## config.mk

```make
export PLATFORM = sky130hd
export DESIGN_NAME = spi_control_fsm
export DESIGN_NICKNAME = d
export VERILOG_FILES = /design/src/rtl/spi_pkg.sv /design/src/rtl/spi_bit_counter.sv /design/src/rtl/spi_control_fsm.sv
export SDC_FILE = /design/constraint.sdc
export NUM_CORES = 1
export LEC_CHECK = 0
export CORE_MARGIN = 3
export CORE_UTILIZATION = 37
export DETAILED_ROUTE_END_ITERATION = 12
export PLACE_DENSITY_LB_ADDON = 0.2
export SLEW_MARGIN = 10
export SYNTH_ARGS = -nofsm -noshare
export SYNTH_HDL_FRONTEND = slang
export SYNTH_SLANG_ARGS = --single-unit
```

## constraint.sdc

```tcl
create_clock -name clk -period 1.3 [get_ports clk]
set_input_delay 0.39 -clock clk [delete_from_list [all_inputs] [get_ports clk]]
set_output_delay 0.39 -clock clk [all_outputs]
set_load 0.02 [all_outputs]
```

## src/rtl/spi_pkg.sv

```systemverilog
// Shared definitions for the SPI memory slave transaction controller.
//   DEFAULT_WIDTH : bits per SPI byte (7-bit address + R/W flag by default)
//   RW_READ       : value of the R/W flag (address byte bit 0) that selects a read
//   spiStateT     : controller state encoding, also exported on the debug port
package spi_pkg;

   localparam int unsigned DEFAULT_WIDTH = 8;

   localparam logic RW_READ = 1'b1;

   typedef enum logic [2:0] {
      IDLE       = 3'd0,
      GET_ADDR   = 3'd1,
      LATCH_ADDR = 3'd2,
      READ_LOAD  = 3'd3,
      READ_SHIFT = 3'd4,
      WRITE_RECV = 3'd5,
      WRITE_MEM  = 3'd6,
      DONE       = 3'd7
   } spiStateT;

   // States in which sclk_rise advances the bit counter.
   function automatic logic isCounting(input spiStateT s);
      return (s == GET_ADDR) || (s == READ_SHIFT) || (s == WRITE_RECV);
   endfunction

endpackage

```

## src/rtl/spi_bit_counter.sv

```systemverilog
// Bit counter shared by the address, read and write phases.
//   clk, reset : clock and synchronous active-high reset
//   clear      : zero the count (wins over inc)
//   inc        : advance the count by one
//   count      : current number of bits seen in this phase
//   full       : count == width
module spi_bit_counter
   import spi_pkg::*;
#(
   parameter  int unsigned width = DEFAULT_WIDTH,
   localparam int unsigned CntW  = $clog2(width) + 1
) (
   input  logic            clk,
   input  logic            reset,
   input  logic            clear,
   input  logic            inc,
   output logic [CntW-1:0] count,
   output logic            full
);

   // Count register.
   always_ff @(posedge clk) begin
      if (reset || clear) begin
         count <= '0;
      end else if (inc) begin
         count <= count + CntW'(1);
      end
   end

   assign full = (count == CntW'(width));

endmodule

```

## src/rtl/spi_control_fsm.sv

```systemverilog
// Transaction controller for the SPI memory slave. Counts the address byte,
// latches it, then either loads the shift register and enables MISO for a
// read byte, or receives a data byte and strobes the data-memory write.
// One transaction per chip-select assertion; a rising cs_n aborts at once.
//   clk, reset : clock and synchronous active-high reset
//   cs_n       : conditioned chip select, active low
//   sclk_rise  : one-clk pulse per SCLK rising edge
//   sr_data    : shift register parallel contents (bit 0 = R/W flag)
//   sr_load    : shift register parallel-load strobe
//   addr_we    : address latch enable
//   dm_we      : data memory write enable
//   miso_buff  : MISO tri-state buffer enable
//   state      : current state encoding, for debug
module spi_control_fsm
   import spi_pkg::*;
#(
   parameter  int unsigned width = DEFAULT_WIDTH,
   localparam int unsigned CntW  = $clog2(width) + 1
) (
   input  logic             clk,
   input  logic             reset,
   input  logic             cs_n,
   input  logic             sclk_rise,
   input  logic [width-1:0] sr_data,
   output logic             sr_load,
   output logic             addr_we,
   output logic             dm_we,
   output logic             miso_buff,
   output logic [2:0]       state
);

   spiStateT        stateQ;
   spiStateT        stateNext;
   logic            cntClear;
   logic            cntInc;
   logic            cntFull;
   logic [CntW-1:0] cntValue;
   logic            bitDone;
   logic            srLoadNext;
   logic            addrWeNext;
   logic            dmWeNext;
   logic            misoBuffNext;

   // Only the R/W flag is inspected here; the address bits go to the latch.
   logic unusedSrData;
   assign unusedSrData = ^sr_data[width-1:1];

   spi_bit_counter #(
      .width (width)
   ) u_bitCounter (
      .clk   (clk),
      .reset (reset),
      .clear (cntClear),
      .inc   (cntInc),
      .count (cntValue),
      .full  (cntFull)
   );

   // The width-th bit finishes a phase on the same edge that registers it,
   // so the next state is entered one cycle after that sclk_rise.
   assign bitDone = cntFull || (sclk_rise && (cntValue == CntW'(width - 1)));

   // State and output registers; outputs are decoded from the next state so
   // they line up exactly with the state they belong to.
   always_ff @(posedge clk) begin
      if (reset) begin
         stateQ    <= IDLE;
         sr_load   <= 1'b0;
         addr_we   <= 1'b0;
         dm_we     <= 1'b0;
         miso_buff <= 1'b0;
      end else begin
         stateQ    <= stateNext;
         sr_load   <= srLoadNext;
         addr_we   <= addrWeNext;
         dm_we     <= dmWeNext;
         miso_buff <= misoBuffNext;
      end
   end

   // Next-state and counter control.
   always_comb begin
      stateNext = stateQ;
      cntClear  = 1'b0;
      cntInc    = isCounting(stateQ) && sclk_rise;

      unique case (stateQ)
         IDLE: begin
            cntClear = 1'b1;
            if (!cs_n) begin
               stateNext = GET_ADDR;
            end
         end
         GET_ADDR: begin
            if (bitDone) begin
               stateNext = LATCH_ADDR;
               cntClear  = 1'b1;
            end
         end
         LATCH_ADDR: begin
            cntClear  = 1'b1;
            stateNext = (sr_data[0] == RW_READ) ? READ_LOAD : WRITE_RECV;
         end
         READ_LOAD: begin
            cntClear  = 1'b1;
            stateNext = READ_SHIFT;
         end
         READ_SHIFT: begin
            if (bitDone) begin
               stateNext = DONE;
               cntClear  = 1'b1;
            end
         end
         WRITE_RECV: begin
            if (bitDone) begin
               stateNext = WRITE_MEM;
               cntClear  = 1'b1;
            end
         end
         WRITE_MEM: begin
            cntClear  = 1'b1;
            stateNext = DONE;
         end
         DONE: begin
            cntClear = 1'b1;
         end
         default: begin
            cntClear  = 1'b1;
            stateNext = IDLE;
         end
      endcase

      // Chip-select release aborts everything, including a terminal bit.
      if (cs_n && (stateQ != IDLE)) begin
         stateNext = IDLE;
         cntClear  = 1'b1;
         cntInc    = 1'b0;
      end
   end

   // Strobe decode for the upcoming state.
   always_comb begin
      srLoadNext   = 1'b0;
      addrWeNext   = 1'b0;
      dmWeNext     = 1'b0;
      misoBuffNext = 1'b0;
      unique case (stateNext)
         LATCH_ADDR: addrWeNext   = 1'b1;
         READ_LOAD:  srLoadNext   = 1'b1;
         READ_SHIFT: misoBuffNext = 1'b1;
         WRITE_MEM:  dmWeNext     = 1'b1;
         default:    ;
      endcase
   end

   assign state = 3'(stateQ);

endmodule
```

# ---- After elaboration in Yosys (flattened, before gate mapping)
# Index checks and enable logic that the tools add are counted.
dict set report totals {
  ff_bits 11
  in_bits 12
  out_inout_bits 7
  word_cells 46
}
dict set report classes {
  add_sub_neg 1
  eq_ne 13
  mux 15
  n_reduce_logical 11
}
# op n
set ops {}
lappend ops {{$pmux 3 s7} 1}
lappend ops {{$eq 3x3->1 const B} 6}
lappend ops {{$mux 3} 6}
lappend ops {{$eq 3x2->1 const B} 4}
lappend ops {{$mux 1} 7}
lappend ops {{$reduce_or 5->1} 1}
lappend ops {{$add 4x1->4 const B} 1}
lappend ops {{$eq 4x3->1 const B} 1}
lappend ops {{$eq 4x4->1 const B} 1}
lappend ops {{$logic_or 1x1->1} 4}
lappend ops {{$eq 3x1->1 const B} 1}
lappend ops {{$logic_and 1x1->1} 3}
lappend ops {{$logic_not 3->1} 1}
lappend ops {{$reduce_bool 3->1} 1}
lappend ops {{$reduce_or 3->1} 1}
lappend ops {{$pmux 1 s2} 1}

# ---- Logic depth before layout (Yosys ltp)
dict set report logic_depth {
  word_depth 8
  depth_mapped 5
  depth_no_buf 5
}

# ---- Modules after synthesis
# From an unflattened synthesis, not the netlist that was laid out.
dict set report unflattened {
  hier_cells 63
  area_unflattened_um2 611.8
}
# module instances cells_each area_per_inst_um2 seq_area_each_um2
set by_module_without_submodules {}
lappend by_module_without_submodules {spi_control_fsm 1 42 395.4 140.1}
lappend by_module_without_submodules {spi_bit_counter 1 21 216.5 80.1}

# ---- Least setup slack after synthesis
# No wires, ideal clock.
dict set report synth_path {
  kind {flip-flop to flip-flop}
  start {register u_bitCounter.count[0]}
  end {register stateQ[0] (netlist: state[0])}
  setup_time_ns 0.118
  arrival_time_ns 1.104
  t_required_ns 1.182
  slack_ns 0.079
  stages_incl_launch_ff 5
  path_buffers 0
  synth_period_minus_slack_ns 1.221
  cell_sequence {dfxtp_1 ha_1 nand4b_1 and2_1 o2111a_1}
}
dict set report synth_via {
  elab_chain_cells 6
  word_cells_on_any_way 9
  cone_classes {eq/ne: 2; mux: 5; reduce/logical: 2}
}
# element line
set synth_rtl {}
lappend synth_rtl {{start: declaration} spi_bit_counter.sv:17} ;# output logic [CntW-1:0] count,
lappend synth_rtl {{start signal: assignment} spi_bit_counter.sv:26} ;# count <= count + CntW'(1);
lappend synth_rtl {{$eq 4x3->1} spi_control_fsm.sv:61} ;# assign bitDone = cntFull || (sclk_rise && (cntValue == CntW'(width - 1)));
lappend synth_rtl {{$logic_and 1x1->1} spi_control_fsm.sv:61}
lappend synth_rtl {{$logic_or 1x1->1 (*)} spi_control_fsm.sv:61}
lappend synth_rtl {{$mux 3, on equally long branches} {spi_control_fsm.sv:115, spi_control_fsm.sv:95, spi_control_fsm.sv:109}}
lappend synth_rtl {{$pmux 3 s7 (*)} spi_control_fsm.sv:87} ;# unique case (stateQ)
lappend synth_rtl {{$mux 3 (*)} spi_control_fsm.sv:134} ;# if (cs_n && (stateQ != IDLE)) begin
lappend synth_rtl {{end signal: assignment} spi_control_fsm.sv:73} ;# stateQ <= stateNext;
lappend synth_rtl {{end: declaration} spi_control_fsm.sv:32} ;# spiStateT stateQ;
# Mark *: on every way between the ends. The rest lies on a longest branch, timed or not.
# A chain may end at the register's enable or synchronous reset.

==> impl_metrics.tcl <==
set metrics [dict create \
    outcome "completed" \
    ant_nets 0 \
    drt_wl_total_um 1080 \
    power_density_nw_per_um2 875 \
    cp-end-kind "flip-flop" \
    min_path_cells 2 \
    synth.distinct_cells 26 \
    ir_worst_vdd_uv 854 \
    required_ns 1.47 \
    muxShareOfSynthArea_pct 1.99 \
    syn_to_final_growth_pct 39.6 \
    worstMarginPinSlew_ns 0.542 \
    slowest_delay_ns 0.43 \
    grt_util_met1_pct 15.6 \
    drive_above_1_share_pct 25.0 \
    setup_viol 0 \
    dp_hpwl_um 822 \
    use_met3_pct 6.36 \
    yosys_most_used_dff "dfxtp_1" \
    cts_tree "done" \
    cts.sinks 11 \
    grtUsageMet2_pct 17.1 \
    postSynthAreaPerCell_um2 9.31 \
    yosysMostFrequentCell "dfxtp_1" \
    final_max_slew_viol_count 0 \
    maxSlewHeadroom_pct 63.5 \
    synth_top_family_by_area "simple AND/OR/NAND/NOR gates" \
    drc_errors 0 \
    layout.nets 91 \
    dp_cells 85 \
    clock_latency_ns 0.26 \
    core_um2 1190 \
    synth_compound_area_share_pct 14.2 \
    num_rows 12 \
    synth_area_um2 503 \
    fin_skew_ns 0.000366 \
    synth_cells 54 \
    clock_path_buffers 2 \
    die_w_um 42.9 \
    seq_area_frac_synth_pct 43.8 \
    place.gp.congestion 0.746 \
    die-height_um 42.9 \
    busiest_layer "met2" \
    via_per_inst 5.10 \
    synth-xor-area-share_pct 3.48 \
    max_freq_mhz 785 \
    finalHoldViolations 0 \
    cts_buffers 3 \
    portBuffers 11 \
    drtPass1Iterations 4 \
    drv_cap 0 \
    stdcell_count 90 \
    clk_pin_slew_ns 0.06 \
    filler_cell_count 116 \
    startpoint_type "primary input" \
    yosys.area_share.adder_pct 4.98 \
    antenna_found_initial 0 \
    hp-class "reg -> reg" \
    cp_slowest_cell "clkdlybuf4s50_1" \
    grt_pass1_wl_um 1640 \
    fin_ws_ns 0.0254 \
    num_vias 459 \
    first_global_vias 403 \
    synth_top_area_cell "dfxtp_1" \
    cpLargestDelayFamily "simple AND/OR/NAND/NOR gates" \
    synth-edff-count 0 \
    drt_iter0_markers 10 \
    htree_num_levels 1 \
    grt_max_degree 9 \
    crit_path_cell_trace "clkdlybuf4s50_1 > or2_2 > nor4_1" \
    rsz0062_at_grt "true" \
    power.leakage_uw 0.000265 \
    cp_max_fo 5 \
    finalCritPeriodShare_pct 98.0 \
    crit_arrival_ns 1.44 \
    grt_overflow 0 \
    cts_root_buf "clkbuf_4" \
    synth_nets 68 \
    reg2regPathDepth 5 \
    fin_hold_ws_ns 0.537 \
    dp_worst_setup_slack_ns -0.429 \
    crit_buf_inv 1 \
    min_period_ns 1.27 \
    antennaDiodeCount 0 \
    crit_type "in -> reg" \
    ys_seq_elements 11 \
    synth_warnings 0 \
    yosysTopAreaCellShare_pct 43.8 \
    crit_cells 3 \
    async_flop_share_pct 0 \
    pin_count 19 \
    initial_core_util_pct 42.4 \
    grtUsageTotal_pct 12.1 \
    post_drt_wl_per_cell_um 12.0 \
    synth_simple_gate_area_share_pct 29.4 \
    dieArea_um2 1840 \
    synth_area_leaders "dfxtp_1, ha_1, nand3b_1" \
]
[metrics by stage]
stage          utilization [%]  total power (uW)  setup TNS, ns  instance area [um^2]
3_3_place_gp              57.0               399          -2.86                   676
3_5_place_dp              57.0               400          -3.06                   676
5_1_grt                   59.2               647        -0.0384                   702
4_1_cts                   58.6               622              0                   696
6_report                  59.2               614              0                   702
2_1_floorplan                -               370              0                   503
[worst paths after layout]
path / startpoint / endpoint / slack, ns
worst max-delay path: reset / dm_we$_SDFF_PP0_ / 0.03
worst min-delay path: u_bitCounter.count[3]$_SDFFE_PP0P_ / u_bitCounter.count[3]$_SDFFE_PP0P_ / 0.54
worst max register to register: u_bitCounter.count[0]$_SDFFE_PP0P_ / u_bitCounter.count[0]$_SDFFE_PP0P_ / 0.07
worst min register to register: u_bitCounter.count[3]$_SDFFE_PP0P_ / u_bitCounter.count[3]$_SDFFE_PP0P_ / 0.54
[where the power goes]
part | internal [uW] | switching [uW]
clock | 119 | 106
sequential | 339 | 1.06
combinational | 25.9 | 23.6
total | 483 | 131
[cells in the final DEF, fill, tap and decap left out]
cell type	n
nand4_1	1
o2111a_1	1
or2_2	1
or3_1	2
and2b_1	1
clkdlybuf4s15_1	3
o21ai_0	2
nor4_2	1
nor4_1	2
clkdlybuf4s15_2	1
clkbuf_2	3
nand3_1	2
a211oi_2	1
and2_1	1
nand3b_1	3
a22oi_1	1
xor2_1	1
dfxtp_2	2
clkbuf_4	3
clkbuf_1	1
mux2i_1	1
inv_1	3
nand2b_1	3
o21a_1	1
buf_4	7
nand4b_1	1
dlygate4sd2_1	2
a21boi_0	1
xnor2_1	1
nor3_1	3
dfxtp_1	9
nand2_1	1
clkdlybuf4s50_1	2
ha_1	2
nor2_1	3
a21oi_1	3
[cell families after synthesis]
family,after synthesis
muxes,1
buffers and inverters,3
AOI/OAI and AO/OA,10
adders and majority gates,2
and+or+nand+nor,25
xor gates and xnor gates,2
DFF,11
[what timing repair did]
action | in CTS | in global routing
cloned | 0 | 0
hold endpoints to repair | 0 | 0
pin swaps | 0 | 3
endpoints found under the setup margin | 12 | 14
setup buffers | 0 | 1
hold buffers | 0 | 0
resized for setup | 13 | 10
[final cells by class]
type	instances	area [um^2]	share of cell area, %
tap	14	17.5	2.50
multi-input combinational	40	278	39.6
sequential	11	223	31.7
clock buffer	4	26.3	3.74
inverter	3	11.3	1.60
timing repair buffer	18	146	20.9
[flip-flops by register name (all words and copies together), names as in the netlist]
| signal | cells |
|---|---|
| state | 3 |
| u_bitCounter.count | 4 |
| miso_buff | 1 |
| dm_we | 1 |
| sr_load | 1 |
| addr_we | 1 |
[worst register-to-register path: stages (launching register included)]
cell and delay, ns:
dfxtp_2 0.33, ha_1 0.21, nand4b_1 0.12, buf_4 0.13
nand3b_1 0.16, nor3_1 0.20
[layer usage]
| layer | wire length (um) | share of wire [%] | vias up |
|---|---|---|---|
| li1 | - | - | 241 |
| met1 | 520 | 48 | 209 |
| met2 | 498 | 46 | 7 |
| met3 | 47 | 4.3 | 2 |
| met4 | 14 | 1.3 | 0 |
| met5 | 0 | 0 | - |
Power figures use the tool's default switching activity.
